### src/rtl/sort_seq_pkg.sv
// Shared types and constants for the sort_sequencer block.
// Latency: not applicable (declarations only).
// Backpressure: not applicable.
// Contents: DATA_W word width, FSM state type, sort_cycles(n) = SORT phase length.
package sort_seq_pkg;

    localparam int DATA_W = 8;

    typedef enum logic [1:0] {LOAD, SORT, DRAIN} sort_state_t;

    // Number of compare-exchange cycles odd-even transposition needs for n words.
    function automatic int sort_cycles(input int n);
        return n * (n - 1) / 2;
    endfunction

endpackage

### src/rtl/sorter.sv
// Compare-exchange cell: orders two unsigned words into min/max.
// Latency: purely combinational, zero cycles.
// Backpressure: none; no handshake.
// Ports: i_a, i_b operands; o_min, o_max ordered results.
module sorter
    import sort_seq_pkg::*;
(
    input  logic [DATA_W-1:0] i_a,
    input  logic [DATA_W-1:0] i_b,
    output logic [DATA_W-1:0] o_max,
    output logic [DATA_W-1:0] o_min
);

    logic w_swap;

    // Strict compare: equal operands pass straight through unswapped.
    assign w_swap = i_a > i_b;
    assign o_min  = w_swap ? i_b : i_a;
    assign o_max  = w_swap ? i_a : i_b;

endmodule

### src/rtl/sort_sequencer.sv
// Block sorter: loads N words, sorts in place by odd-even transposition, drains ascending.
// Latency: N(N-1)/2 cycles of SORT after the Nth accept; out_valid in the next cycle.
// Backpressure: in_ready only in LOAD; out_valid only in DRAIN, data held while out_ready=0.
// Ports: clk/rst_n; in_valid/in_ready/in_data input stream;
//        out_valid/out_ready/out_data/out_last output stream; busy high in SORT and DRAIN.
module sort_sequencer
    import sort_seq_pkg::*;
#(
    parameter int N = 8
)(
    input  logic              clk,
    input  logic              rst_n,
    input  logic              in_valid,
    output logic              in_ready,
    input  logic [DATA_W-1:0] in_data,
    output logic              out_valid,
    input  logic              out_ready,
    output logic [DATA_W-1:0] out_data,
    output logic              out_last,
    output logic              busy
);

    localparam int IDX_W = $clog2(N);

    if ((N < 2) || ((N % 2) != 0)) begin : g_bad_n
        $error("sort_sequencer: N must be even and >= 2");
    end

    sort_state_t       r_state, w_next_state;
    logic [DATA_W-1:0] r_mem [N];
    logic [IDX_W-1:0]  r_wr_idx, r_rd_idx, r_pass, r_pair;
    logic [IDX_W-1:0]  w_lo, w_hi;
    logic [DATA_W-1:0] w_a, w_b, w_min, w_max;
    logic              w_in_fire, w_out_fire;
    logic              w_last_wr, w_last_rd, w_last_pair, w_last_pass;

    assign w_in_fire  = (r_state == LOAD) && in_valid;
    assign w_out_fire = (r_state == DRAIN) && out_ready;
    assign w_last_wr  = (r_wr_idx == IDX_W'(N - 1));
    assign w_last_rd  = (r_rd_idx == IDX_W'(N - 1));

    // Odd passes start one word in, so they hold one pair fewer.
    assign w_last_pair = r_pass[0] ? (r_pair == IDX_W'(N / 2 - 2))
                                   : (r_pair == IDX_W'(N / 2 - 1));
    // With N=2 the only odd pass is empty, so pass 0 already finishes the sort.
    assign w_last_pass = (r_pass == IDX_W'(N - 1)) ||
                         ((N == 2) && (r_pass == IDX_W'(N - 2)));

    // Lower operand index = 2*pair + pass parity.
    assign w_lo = IDX_W'({r_pair, r_pass[0]});
    assign w_hi = w_lo + IDX_W'(1);
    assign w_a  = r_mem[w_lo];
    assign w_b  = r_mem[w_hi];

    sorter u_cell (
        .i_a   (w_a),
        .i_b   (w_b),
        .o_max (w_max),
        .o_min (w_min)
    );

    always_ff @(posedge clk or negedge rst_n) begin
        if (!rst_n) begin
            r_state <= LOAD;
        end else begin
            r_state <= w_next_state;
        end
    end

    always_comb begin
        w_next_state = r_state;
        case (r_state)
            LOAD:    if (w_in_fire && w_last_wr)       w_next_state = SORT;
            SORT:    if (w_last_pair && w_last_pass)   w_next_state = DRAIN;
            DRAIN:   if (w_out_fire && w_last_rd)      w_next_state = LOAD;
            default:                                   w_next_state = LOAD;
        endcase
    end

    always_ff @(posedge clk or negedge rst_n) begin
        if (!rst_n) begin
            r_wr_idx <= '0;
            r_rd_idx <= '0;
            r_pass   <= '0;
            r_pair   <= '0;
            for (int k = 0; k < N; k++) begin
                r_mem[k] <= '0;
            end
        end else begin
            case (r_state)
                LOAD: begin
                    if (w_in_fire) begin
                        r_mem[r_wr_idx] <= in_data;
                        if (w_last_wr) begin
                            r_wr_idx <= '0;
                            r_pass   <= '0;
                            r_pair   <= '0;
                        end else begin
                            r_wr_idx <= r_wr_idx + IDX_W'(1);
                        end
                    end
                end
                SORT: begin
                    r_mem[w_lo] <= w_min;
                    r_mem[w_hi] <= w_max;
                    if (w_last_pair) begin
                        r_pair <= '0;
                        if (w_last_pass) begin
                            r_pass   <= '0;
                            r_rd_idx <= '0;
                        end else begin
                            r_pass <= r_pass + IDX_W'(1);
                        end
                    end else begin
                        r_pair <= r_pair + IDX_W'(1);
                    end
                end
                DRAIN: begin
                    if (w_out_fire) begin
                        r_rd_idx <= w_last_rd ? '0 : r_rd_idx + IDX_W'(1);
                    end
                end
                default: ;
            endcase
        end
    end

    // Handshake outputs decode registered state only.
    assign in_ready  = (r_state == LOAD);
    assign out_valid = (r_state == DRAIN);
    assign busy      = (r_state != LOAD);
    assign out_data  = (r_state == DRAIN) ? r_mem[r_rd_idx] : '0;
    assign out_last  = (r_state == DRAIN) && w_last_rd;

endmodule

### config.mk
export PLATFORM = sky130hd
export DESIGN_NAME = sort_sequencer
export DESIGN_NICKNAME = d
export VERILOG_FILES = /design/src/rtl/sort_seq_pkg.sv /design/src/rtl/sorter.sv /design/src/rtl/sort_sequencer.sv
export SDC_FILE = /design/constraint.sdc
export NUM_CORES = 1
export LEC_CHECK = 0
export BUFFER_PORTS_ARGS = -buffer_cell sky130_fd_sc_hd__buf_2
export CAP_MARGIN = 20
export CORE_ASPECT_RATIO = 0.7
export CORE_MARGIN = 2
export CORE_UTILIZATION = 34
export CTS_BUF_LIST = sky130_fd_sc_hd__clkbuf_2 sky130_fd_sc_hd__clkbuf_4 sky130_fd_sc_hd__clkbuf_8
export CTS_CLUSTER_SIZE = 24
export DETAILED_ROUTE_END_ITERATION = 7
export PLACE_DENSITY_LB_ADDON = 0.15
export SYNTH_ARGS = -nofsm -noshare
export SYNTH_HDL_FRONTEND = slang
export SYNTH_SLANG_ARGS = --single-unit
### constraint.sdc
create_clock -name clk -period 4.1 [get_ports clk]
set_input_delay 1.23 -clock clk [delete_from_list [all_inputs] [get_ports clk]]
set_output_delay 1.23 -clock clk [all_outputs]
set_load 0.05 [all_outputs]
Yosys cells after proc, flatten, opt, wreduce, memory -nomap -nowiden
Cells that the tools add are included.
{"block": "word_totals", "out_inout_bits": 12, "word_cells": 105, "regBits": 78, "input_bits": 12}
{"block": "classes", "n_mux": 41, "reduce_logical": 19, "magnitude_cmp": 8, "n_eq_ne": 15, "n_addsub": 5, "bitwise_logic": 4}
{"operator": "64-bit bitwise mux", "n": 3}
{"operator": "64-bit case mux with 2 select lines", "n": 1}
{"operator": "8-bit 2-to-1 mux", "n": 12}
{"operator": "8-bit binary-select mux with 3-bit select", "n": 3}
{"operator": "8-bit demux with 3-bit select", "n": 3}
{"operator": "64-bit 2-to-1 mux", "n": 1}
{"operator": "3-bit 2-to-1 mux", "n": 10}
{"operator": "3-bit case mux with 2 select lines", "n": 3}
{"operator": "4-bit >= comparator (second input constant)", "n": 4}
{"operator": "3-bit inverter with 4-bit output", "n": 4}
{"operator": "3-bit by 1-bit adder with 3-bit output (second input constant)", "n": 5}
{"operator": "4-bit by 1-bit less-than comparator with 1-bit output (second input constant)", "n": 3}
{"operator": "2-bit by 1-bit inequality test with 1-bit output (second input constant)", "n": 5}
{"operator": "3-bit equality test (second input constant)", "n": 3}
{"operator": "1-bit logical AND", "n": 9}
{"operator": "8-bit > comparator", "n": 1}
{"operator": "4-bit AND reduction", "n": 2}
{"operator": "3-bit by 2-bit equality test with 1-bit output (second input constant)", "n": 2}
{"operator": "2-bit 2-to-1 mux", "n": 3}
{"operator": "2-bit inequality test (second input constant)", "n": 3}
{"operator": "2-bit case mux with 3 select lines", "n": 1}
{"operator": "3-bit AND reduction", "n": 2}
{"operator": "2-bit nonzero test", "n": 3}
{"operator": "2-bit AND reduction", "n": 2}
{"operator": "other kinds (4)", "n": 4}

Longest topological paths before layout
{"block": "depth", "ltp_word": 10, "ltp_mapped": 16, "depth_no_buf": 12}

Cells and area by module
A second synthesis with hierarchy kept.
{"block": "hier_totals", "hier_cells": 624, "hier_area_um2": 6418.7}
{"module": "sort_sequencer", "cells_each": 580, "area_per_inst_um2": 5940.7, "n_inst": 1, "seq_area_each_um2": 1951.9}
{"module": "sorter", "cells_each": 44, "area_per_inst_um2": 478.0, "n_inst": 1, "seq_area_each_um2": 0.0}

Worst setup path before layout
No wires, ideal clock.
{"block": "synth_timing", "path_type": "register to register", "from": "reg r_pair[0]", "to": "reg r_mem[39] in the netlist's numbering", "path_buffers": 5, "setup_ps": 126, "t_arrival_ps": 3571, "period_less_slack_ps": 3697, "slack_ps": 403, "stages_incl_launch_ff": 17, "required_ps": 3974, "path_cell_list": "dfrtp_1 -> ha_1 -> clkbuf_2 -> buf_4 -> mux4_2 -> nand2_1 -> nand2_1 -> inv_1 -> ha_1 -> and4_1 -> clkbuf_1 -> a211o_1 -> buf_2 -> buf_2 -> a21boi_2 -> nor4_1 -> o32a_1"}
{"block": "synth_via", "elab_chain_cells": 10, "elab_cells_between_ends": 25, "cone_classes": "add/sub (1); order compare (5); mux (15); bitwise (2); reduce/logical (2)"}
{"item": "from (decl)", "line_no": "sort_sequencer.sv:31", "rtl": "logic [IDX_W-1:0] r_wr_idx, r_rd_idx, r_pass, r_pair;"}
{"item": "from (signal assigned)", "line_no": "sort_sequencer.sv:115", "rtl": "r_pair <= r_pair + IDX_W'(1);"}
{"item": "3-bit by 1-bit adder with 3-bit output", "line_no": "sort_sequencer.sv:51", "rtl": "assign w_hi = w_lo + IDX_W'(1);"}
{"item": "3-bit inverter with 4-bit output (not written as such)", "line_no": "sort_sequencer.sv:53, sort_sequencer.sv:105"}
{"item": "8-bit binary-select mux with 3-bit select", "line_no": "sort_sequencer.sv:53", "rtl": "assign w_b = r_mem[w_hi];"}
{"item": "8-bit 2-to-1 mux (not written as such) (2 in a row)", "line_no": "sort_sequencer.sv:53"}
{"item": "8-bit > comparator", "line_no": "sorter.sv:17", "rtl": "assign w_swap = i_a > i_b;"}
{"item": "8-bit 2-to-1 mux", "line_no": "sorter.sv:18", "rtl": "assign o_min = w_swap ? i_b : i_a;"}
{"item": "64-bit bitwise mux", "line_no": "sort_sequencer.sv:104", "rtl": "r_mem[w_lo] <= w_min;"}
{"item": "64-bit bitwise mux *", "line_no": "sort_sequencer.sv:105", "rtl": "r_mem[w_hi] <= w_max;"}
{"item": "64-bit case mux with 2 select lines *", "line_no": "sort_sequencer.sv:90", "rtl": "case (r_state)"}
{"item": "to (signal, indexed assignment)", "line_no": "sort_sequencer.sv:93", "rtl": "r_mem[r_wr_idx] <= in_data;"}
{"item": "to (signal, indexed assignment)", "line_no": "sort_sequencer.sv:104"}
{"item": "to (signal, indexed assignment)", "line_no": "sort_sequencer.sv:105"}
{"item": "to (decl)", "line_no": "sort_sequencer.sv:30", "rtl": "logic [DATA_W-1:0] r_mem [N];"}
Mark *: on every way between the ends. The rest lies on a longest branch, timed or not. The select of a mux whose other input is x is not followed.
A chain may end at the register's enable or synchronous reset.

Worst setup path after layout
{"block": "layout_timing", "from": "reg r_pair[1]", "to": "reg r_mem[39] in the netlist's numbering"}
The elaborated chain is that of the path after synthesis.

==> results.txt <==
----------------------------------------------------
[Finish]
  Area used by sequential logic in the layout ... 1950 um^2
  Area of the multi-input gates ... 5200 um^2
  Number of antenna cells inserted ... 0
  Leading cell types in the layout, fill and taps excluded ... 125 x sky130_fd_sc_hd__nand2_1, 116 x sky130_fd_sc_hd__o21ai_0, 111 x sky130_fd_sc_hd__a21oi_1
  Final standard cell count with taps included and fillers excluded ... 1,268
  Net total in the final layout ... 1,012
  Layout filler cell count ... 2,198
  Most common library cell in the layout ignoring fill and taps ... sky130_fd_sc_hd__nand2_1
  Share of cells above drive strength 1 ... 0.213
  Growth of design area from synthesis to finish ... 14.5%

[Logic synthesis]
  Area of the mapped netlist ... 7480 um^2
  Main synth FF type ... sky130_fd_sc_hd__dfrtp_1
  Seq/Total Area, Yosys ... 0.261
  Synth Warn # ... 0
  Number of enable flip-flop cells after synthesis ... 0
  Async SR Flop Fraction ... 1.00
  Gate count of the mapped netlist ... 935
  Mean post-synth cell area ... 8.00 um^2
  Total nets after synthesis ... 966
  Yosys top cell area share ... 0.261
  Number of register bits inferred by synthesis ... 78
  Most area-consuming cells after synthesis ... sky130_fd_sc_hd__dfrtp_1 26%, sky130_fd_sc_hd__mux4_2 9.6%, sky130_fd_sc_hd__a21oi_1 7.9%
  Yosys top cell by area ... sky130_fd_sc_hd__dfrtp_1
  Count of different cell masters after synthesis ... 64

[Placement]
  HPWL after DPL ... 24,200 um
  Worst slack after detailed placement ... 165 ps
  Final Wtd Congestion ... 0.975
  Cell count after placement ... 1,250
  Number of buffers inserted by port buffering ... 23

[Drt]
  Remaining number of nets flagged by the antenna check after routing ... 0
  Total vias in the final route ... 8,022
  Routed wirelength normalized by instance count ... 25.1 um
  Via density ... 6.33
  DRT Wirelength ... 31,800 um
  # DRC ... 0
  Detailed router's first-iteration violation count ... 1,131
  Length of the first detailed-routing pass in iterations ... 8

[Critical path]
  Worst Path Required ... 4380 ps
  Sort of element at the start of the critical path ... register
  Kind of critical path ... reg -> reg
  Maximum fanout count along the critical path ... 24
  Critical R2R Launch ... r_pair[1]
  Arr. time, crit path ... 4330 ps
  Startpoint of the worst setup timing path ... r_pair[1]
  CP endpoint kind ... register
  Worst R2R Setup Slack ... 50 ps

[Timing]
  Share of the clock period used by the worst path after layout ... 0.988
  Final worst setup slack ... 47.6 ps
  Final clock skew ... 17.5 ps
  Tmin final ... 4050 ps
  Tightest Pin Transition ... 930 ps
  F_max ... 247 MHz
  Count of pins over their slew limit ... 0
  Final hold violation count ... 0
  Max-slew headroom at the worst pin ... 0.380
  Final total negative setup slack ... 0 ps
  Setup repair after global routing missed its margin ... yes
  Number of failing setup endpoints in the final timing report ... 0

[Clock network]
  Cell at the root of the clock tree ... sky130_fd_sc_hd__clkbuf_8
  Source-to-sink clock delay at the later pin of the worst-skew pair ... 390 ps
  H-Tree Depth ... 3
  Clock sink total ... 78
  Register clock-pin slew on the reported worst setup and hold paths ... 100 ps
  CTS tree ... built
  CTS Buffer Depth ... 2
  Num CTS Buffers ... 9

[Global route]
  GRT Util Overall ... 0.273
  Pin count of the biggest net entering global routing ... 60
  Antenna violations before repair ... 0
  First-pass GRT wire length ... 47,300 um
  Overflow after GRT ... 0
  Vias in the first global route ... 7,188

[Floorplanning]
  Die height ... 128 um
  Horiz. Die Dim ... 181 um
  Cell Rows ... 45
  Core area ... 21,600 um^2
  Initial core utilization ... 0.346
  Count of pins on the block boundary ... 24
  Die area ... 23,200 um^2

[Job]
  Max_cap viols ... 0

[Hold path]
  Startpoint of the worst hold path ... r_pass[1]
  Class of the most critical hold timing path ... reg -> reg

[Status]
  Outcome ... complete, no violations

----------------------------------------------------
[cell usage after synthesis, drive strengths merged, types with 3 or more instances]
cell type and number:
a22o 3, dfrtp 78, inv 17, ha 19
a2bb2oi 4, nor2b 13, nand3 9, a31oi 35
buf 33, nor3 39, nor2 79, and3 3
mux2 17, nand2b 12, a211oi 14, o31ai 7
nand2 125, nor3b 3, o22ai 12, o22a 9
and2 4, o21ai 116, nand4 4, mux4 32
o32a 25, a21boi 4, mux2i 30, clkbuf 38
nor4 4, a21oi 119
[area by class of cell]
type                       count  share of cell area
clock buffer                  11              0.0177
clock inverter                 5             0.00949
inverter                      17             0.00745
multi-input combinational    769               0.607
sequential                    78               0.228
tap                          282              0.0412
timing repair buffer         106              0.0893
[logic make-up after synthesis]
group	share of synthesized area
adders and majority gates	0.0318
and+or+nand+nor	0.184
buffers and inverters	0.0554
xor gates and xnor gates	0.00335
AOI/OAI and AO/OA	0.302
DFF	0.261
muxes	0.162
[final timing paths]
kind	endpoint	depth (start not counted)
worst max-delay path	r_mem[39]	14
worst min-delay path	r_pass[1]	2
worst max register to register	r_mem[39]	14
worst min register to register	r_pass[1]	2
max in group asynchronous	r_mem[23]	2
min in group asynchronous	r_rd_idx[2]	1
[worst max-delay path: stages, from the launching register on]
cell,delay [ps]
sky130_fd_sc_hd__dfrtp_2,630
sky130_fd_sc_hd__buf_4,270
sky130_fd_sc_hd__xnor2_2,460
sky130_fd_sc_hd__buf_4,240
sky130_fd_sc_hd__nand2_1,50
sky130_fd_sc_hd__nand2_1,80
sky130_fd_sc_hd__inv_1,130
sky130_fd_sc_hd__ha_1,340
sky130_fd_sc_hd__o21ai_0,130
sky130_fd_sc_hd__o21ba_2,250
sky130_fd_sc_hd__buf_4,170
sky130_fd_sc_hd__nand3_1,220
sky130_fd_sc_hd__o22a_1,490
sky130_fd_sc_hd__a21oi_1,160
sky130_fd_sc_hd__o32a_1,300
[what timing repair did]
item                                    in CTS  in global routing
gates resized for setup                      0                 17
endpoints found under the setup margin       0                 50
hold buffers                                 0                  0
endpoints found under the hold margin        0                  0
setup buffers                                0                  2
[per-stage QoR]
stage / hold WS (ps) / cell area [um^2] / util
floorplan: 441 / 7480 / -
global placement: 467 / 8250 / 0.382
detailed placement: 467 / 8250 / 0.382
CTS: 489 / 8480 / 0.392
global route: 519 / 8570 / 0.396
finish: 481 / 8570 / 0.396
[registers in the layout (all words and copies together) (netlist names)]
name and count:
r_wr_idx 3, r_mem 64, r_rd_idx 3, r_pair 3
r_pass 3, r_state 2
[metal layers]
metal	share of wire	wire length, um	global-route usage
met1	0.46	14700	0.410
met2	0.40	12600	0.377
met3	0.12	3770	0.0770
met4	0.024	748	0.0717
met5	0	0	0.0189
Power is left out: the tool's default activity adds up to more than one toggle a clock period on the data nets, which glitch-free logic cannot reach.
